===== config.mk =====
export PLATFORM = sky130hd
export DESIGN_NAME = sumador_serial
export DESIGN_NICKNAME = d
export VERILOG_FILES = /design/src/rtl/sumador_serial_pkg.sv /design/src/rtl/sumador.sv /design/src/rtl/sumador_serial.sv
export SDC_FILE = /design/constraint.sdc
export NUM_CORES = 1
export LEC_CHECK = 0
export CORE_MARGIN = 10
export CORE_UTILIZATION = 53
export CTS_BUF_LIST = sky130_fd_sc_hd__clkbuf_4 sky130_fd_sc_hd__clkbuf_8
export DETAILED_ROUTE_END_ITERATION = 10
export GPL_ROUTABILITY_DRIVEN = 0
export PLACE_DENSITY = 0.8
export SLEW_MARGIN = 30
export SYNTH_ARGS = -nofsm -noshare
export SYNTH_HDL_FRONTEND = slang
export SYNTH_HIERARCHICAL = 1
export SYNTH_SLANG_ARGS = --single-unit

===== constraint.sdc =====
create_clock -name clk -period 1.7 [get_ports clk]
set_input_delay 0.51 -clock clk [delete_from_list [all_inputs] [get_ports clk]]
set_output_delay 0.51 -clock clk [all_outputs]
set_load 0.005 [all_outputs]

===== src/rtl/sumador_serial_pkg.sv =====
// Shared definitions for the bit-serial adder: FSM state encoding and default width.
package sumador_serial_pkg;

   localparam int WIDTH_DEF = 4;

   typedef enum logic [1:0] {
      IDLE = 2'd0,
      RUN  = 2'd1,
      DONE = 2'd2
   } state_t;

endpackage


===== src/rtl/sumador.sv =====
// One-bit full adder cell used by the serial adder datapath.
module sumador (
   input  logic a,
   input  logic b,
   input  logic cin,
   output logic s,
   output logic cout
);

   assign s    = a ^ b ^ cin;
   assign cout = (a & b) | (a & cin) | (b & cin);

endmodule


===== src/rtl/sumador_serial.sv =====
// Bit-serial adder: one full-adder cell plus a carry flop, LSB first, WIDTH clocks per add.
//
//   state | meaning
//   IDLE  | waiting for start; operands captured on the accepting edge
//   RUN   | one bit per edge, LSB first, for WIDTH edges
//   DONE  | S/Cout just loaded, done pulse for one cycle, then back to IDLE
module sumador_serial
   import sumador_serial_pkg::*;
#(
   parameter int WIDTH = WIDTH_DEF
) (
   input  logic             clk,
   input  logic             rst,
   input  logic             start,
   input  logic [WIDTH-1:0] A,
   input  logic [WIDTH-1:0] B,
   output logic [WIDTH-1:0] S,
   output logic             Cout,
   output logic             busy,
   output logic             done
);

   localparam int CW = $clog2(WIDTH) + 1;

   state_t           state;
   logic [WIDTH-1:0] a_sh;
   logic [WIDTH-1:0] b_sh;
   logic [WIDTH-1:0] r_sh;
   logic             carry;
   logic [CW-1:0]    cnt;
   logic             sum_bit;
   logic             carry_nxt;

   sumador u_fa (
      .a    (a_sh[0]),
      .b    (b_sh[0]),
      .cin  (carry),
      .s    (sum_bit),
      .cout (carry_nxt)
   );

   always_ff @(posedge clk) begin
      if (rst) begin
         state <= IDLE;
         a_sh  <= '0;
         b_sh  <= '0;
         r_sh  <= '0;
         carry <= 1'b0;
         cnt   <= '0;
         S     <= '0;
         Cout  <= 1'b0;
         busy  <= 1'b0;
         done  <= 1'b0;
      end else begin
         case (state)
            IDLE: begin
               done <= 1'b0;
               if (start) begin
                  a_sh  <= A;
                  b_sh  <= B;
                  carry <= 1'b0;
                  cnt   <= '0;
                  state <= RUN;
                  busy  <= 1'b1;
               end
            end
            RUN: begin
               // Sum bits enter at the MSB so after WIDTH shifts bit 0 sits at the LSB.
               r_sh  <= {sum_bit, r_sh[WIDTH-1:1]};
               a_sh  <= a_sh >> 1;
               b_sh  <= b_sh >> 1;
               carry <= carry_nxt;
               cnt   <= cnt + 1'b1;
               if (cnt == CW'(WIDTH - 1)) begin
                  S     <= {sum_bit, r_sh[WIDTH-1:1]};
                  Cout  <= carry_nxt;
                  state <= DONE;
                  busy  <= 1'b0;
                  done  <= 1'b1;
               end
            end
            DONE: begin
               state <= IDLE;
               done  <= 1'b0;
            end
            default: begin
               state <= IDLE;
               busy  <= 1'b0;
               done  <= 1'b0;
            end
         endcase
      end
   end

endmodule


## Yosys cells after proc, flatten, opt, wreduce, memory -nomap -nowiden

Cells that the tools add are included.

- Bits in registers: 25
- Output and inout bits: 7

- Add/sub/neg operators: 1
- Eq/ne operators: 5
- Muxes and demuxes: 14
- Bitwise operators: 9
- Reductions and logical operators: 7

Operators by type and width:

| kind | count |
|---|---|
| $pmux W4 S2 | 2 |
| $mux W4 | 2 |
| $pmux W3 S2 | 1 |
| $reduce_and A2 Y1 | 3 |
| $mux W2 | 2 |
| $ne A2 B2 Y1 const B | 2 |
| $pmux W2 S2 | 1 |
| $add A3 B1 Y3 const B | 1 |
| $and A1 B1 Y1 | 3 |
| $eq A3 B2 Y1 const B | 1 |
| $mux W1 | 3 |
| $mux W3 | 1 |
| $pmux W1 S3 | 1 |
| $reduce_and A3 Y1 | 1 |
| $eq A2 B1 Y1 const B | 1 |
| $eq A2 B2 Y1 const B | 1 |
| $logic_not A2 Y1 | 1 |
| $not A1 Y1 | 2 |
| $or A1 B1 Y1 | 2 |
| $pmux W1 S2 | 1 |
| $reduce_bool A2 Y1 | 1 |
| $reduce_or A2 Y1 | 1 |
| $xor A1 B1 Y1 | 2 |

## Logic depth before layout (Yosys ltp)

- Word-level depth: 4
- Mapped depth: 6
- Depth with buffers taken out: 5

## By module

Netlist, hierarchy kept.

Modules (own cells, without submodules):

| module | instances | cells each | area an instance (um^2) |
|---|---|---|---|
| sumador_serial | 1 | 106 | 1013.5 |
| sumador | 1 | 1 | 20.0 |

## Worst setup path after synthesis

OpenSTA, ideal clock, no wires.

- Path kind: input port to flip-flop
- Start: in rst
- End: reg busy
- Library setup time: 87 ps
- Arrival: 1147 ps
- Data required time: 1613 ps
- Path slack: 466 ps
- Stages on the path: 3
- Buffers on the path: 1
- Cells stage by stage: clkbuf_1 or3b_2 o31ai_1

RTL lines:

| item | line | text |
|---|---|---|
| start: declaration | sumador_serial.sv:13 | `input logic rst,` |
| end signal: assignment | sumador_serial.sv:52 | `busy <= 1'b0;` |
| end signal: assignment | sumador_serial.sv:64 | `busy <= 1'b1;` |
| end signal: assignment | sumador_serial.sv:78 | `busy <= 1'b0;` |
| end: declaration | sumador_serial.sv:19 | `output logic busy,` |

## Worst setup path after layout

- Start: reg busy
- End: out busy

No word-level cell between the ends.

==> flow_summary_export.csv <==
group,metric,value,unit
synthesis,synth.top_cell.area_share,46.5,%
synthesis,synth_edf_count,0,
synthesis,synth_nets,121,
worst_setup_path,regToRegEndpoint,"S[2]$_SDFFE_PP0P_",
final_layout,drive_above_1_share,19.5,%
routing,drtIter0Drc,11,
cts,hold_buffers,0,
routing,wire_per_inst,13.0,microns
hold_path,min_path_type,"reg -> reg",
worst_setup_path,rr_startpoint,"cnt[0]$_SDFFE_PP0P_",
synthesis,yosys-top-cells-area,"dfxtp_1 (46%), a21oi_1 (4.8%), mux2i_1 (4.8%)",
die,io-pin-count,18,
die,coreArea,1780,sq um
synthesis,yosysWarnings,6,
routing,wl,1930,microns
power_and_ir_drop,p_leak,0.570,nW
synthesis,synth_cell_types,30,
grt,gr-usage-all-layers,9.48,%
die,initial_core_util,58.0,%
sta,slew_viol_final,0,
power_and_ir_drop,switchingPower,269,uW
synthesis,ys_ff_latch,24,
die,die_h,64.2,microns
worst_setup_path,startpoint_type,"register",
power_and_ir_drop,ir_worst_vdd,0.617,mV
routing,viasPerCell,5.28,
power_and_ir_drop,power.share.sequential,51.7,%
status,run_status,"finished, final reports clean",
cts,clkLatencyLatePin,0.31,ns
final_layout,antenna_cells,0,
hold_path,hold_path_end,"S[3]$_SDFFE_PP0P_",
routing,dr.pass1.iters,4,
worst_setup_path,cpMaxStageDelayCell,"dfxtp_2",
worst_setup_path,cp_cell_sequence,"dlygate4sd2_1",
placement,hpwl,1370,microns
sta,relSlewSlack,72.4,%
die,rows,15,
grt,grt_pass1_wl,3240,microns
power_and_ir_drop,clockPowerShare,35.1,%
synthesis,synthCells,107,
final_layout,layout_commonest_cell,"dfxtp_1",
synthesis,async_flop_share,0,%
worst_setup_path,rr_worst_depth,5,
sta,setup_violations,0,
synthesis,synth-seq-area-share,46.5,%
worst_setup_path,worstSetupPathType,"reg -> out",
worst_setup_path,cp.required,1.19,ns
power_and_ir_drop,cell_internal_pwr,910,uW
worst_setup_path,end_kind,"output pin",
final_layout,syn_to_final_growth,24.5,%
worst_setup_path,crit_path_max_incr_delay,0.35,ns
die,dieArea,4120,sq um
worst_setup_path,cp_top_family,"flip-flops",
power_and_ir_drop,swShare,22.8,%
power_and_ir_drop,p_per_area,916,nW/um^2
final_layout,finalInstanceArea,1290,sq um
placement,placed_area,1210,sq um
sta,fin_worst_skew,0.00576,ns
sta,final.period_utilization,83.8,%
sta,fmax,702,MHz
worst_setup_path,critPathLaunch,"busy$_SDFFE_PP0P_",
cts,cts_max_level,1,
cts,clkTransAtPathRegs,0.14,ns
hold_path,hp-start,"S[3]$_SDFFE_PP0P_",
sta,tightest_slew,0.412,ns
placement,portBuffers,17,
final_layout,ff_latch_area,489,sq um
run,drv_cap,0,
cts,post_cts.repair.setup_buffers,0,
grt,grt_max_degree,25,
worst_setup_path,cp_max_fo,3,
cts,cts_tree,"done",
final_layout,nFillCells,137,
hold_path,hold_depth,2,
sta,rsz0062_at_grt,"false",
synthesis,syn_area_per_cell,9.66,sq um
cts,clock_path_buffers,2,
worst_setup_path,cp.arrival,0.92,ns
synthesis,synthesis.area,1030,sq um
routing,via_count,782,
sta,finalHoldViolations,0,
routing,drc,0,
die,die_x,64.2,microns
grt,grt_pass1_vias,742,
final_layout,layout.cells.most_common_list,"dfxtp_1 (17), nand2_1 (11), nor2_1 (11)",
cts,cts_sinks,24,
worst_setup_path,r2r_setup_slack,0.34,ns
grt,gr-total-overflow,0,
sta,setup_tns,0,ns
worst_setup_path,crit_buf_inv,1,
final_layout,multi_input_area,487,sq um
sta,layout_min_cycle_time,1.43,ns
cts,cts_buffers,3,
synthesis,synth_area_leader_cell,"dfxtp_1",
final_layout,fin_nets,138,
cts,clockRootBuffer,"clkbuf_4",
grt,antenna_found_initial,0,
synthesis,ys.flop_type,"dfxtp_1",
routing,ant_nets,0,
power_and_ir_drop,pwr-share-comb,13.2,%
[metal layers]
| metal | part of all wire (%) | up-vias | global-route usage [%] |
|---|---|---|---|
| met5 | 0 | - | 0 |
| met1 | 45 | 354 | 11.4 |
| met3 | 7.4 | 2 | 2.79 |
| li1 | - | 404 | - |
| met2 | 47 | 22 | 14.9 |
| met4 | 0.62 | 0 | 4.81 |
[power groups by stage]
| stage | Clock [mW] | Combinational, mW | Sequential (mW) |
|---|---|---|---|
| 2_1_floorplan | 0 | 0.108 | 0.621 |
| 3_3_place_gp | 0 | 0.154 | 0.621 |
| 3_5_place_dp | 0 | 0.158 | 0.622 |
| 4_1_cts | 0.426 | 0.157 | 0.610 |
| 5_1_grt | 0.448 | 0.173 | 0.615 |
| 6_report | 0.413 | 0.155 | 0.610 |
[synth_stat cells (all sizes together), types with 4 or more instances]
master  number
a22oi        4
nand2       11
buf          6
nand3        5
nor2        14
mux2i        5
dfxtp       24
a21oi       10
a211oi       6
[what timing repair did]
| action | 4_1_cts | 5_1_grt |
|---|---|---|
| resized for setup | 5 | 9 |
| pin swaps | 0 | 0 |
| endpoints found under the setup margin | 4 | 6 |
[logic make-up (layout without fill, tap and decap cells)]
logic type	count (synthesis)	count (layout)	share of synthesized area [%]
AOI/OAI and AO/OA	24	24	17.4
adders and majority gates	3	3	4.36
buffers and inverters	10	26	6.42
DFF	24	24	46.5
muxes	5	5	4.84
and+or+nand+nor	41	41	20.5
[worst max path at each step]
| stage | end | depth (start not counted) | slack (ns) |
|---|---|---|---|
| global route | S[2]$_SDFFE_PP0P_ | 5 | 0.19 |
| global placement | b_sh[0]$_SDFFE_PP0P_ | 4 | 0.07 |
| floorplan | busy$_SDFFE_PP0P_ | 3 | 0.47 |
| finish | busy | 1 | 0.27 |
| CTS | Cout | 1 | 0.005 |
| detailed placement | b_sh[1]$_SDFFE_PP0P_ | 4 | 0.03 |
[sequential cells by signal, summed over array words and instances (netlist names)]
signal,count
r_sh,3
S,4
a_sh,4
done,1
carry,1
state,2
busy,1
cnt,3
b_sh,4
Cout,1
[worst register-to-register path, cell delays in order, from the launching register on]
cell	delay [ns]
dfxtp_1	0.39
ha_1	0.16
ha_1	0.30
nand3b_1	0.23
nand2_1	0.13
a21oi_1	0.06
[final cells by class]
type	instances	share of cell area, %
repair buffers	20	17.0
multi-input cells	73	37.8
flip-flops and latches	24	38.0
inverters	2	0.584
clock inverters	1	2.33
well taps	25	2.43
clock buffers	3	1.75
[per-stage QoR]
stage	util, %	hold slack, ns	worst slack [ns]	power [mW]	cells
CTS	71.1	0.465	0.00514	1.19	148
detailed placement	67.9	0.446	0.0293	0.780	144
global placement	67.9	0.442	0.0661	0.775	144
finish	72.1	0.457	0.275	1.18	148
global route	72.1	0.475	0.191	1.24	148
floorplan	-	0.437	0.466	0.729	107
(Power assumes the default switching activity.)
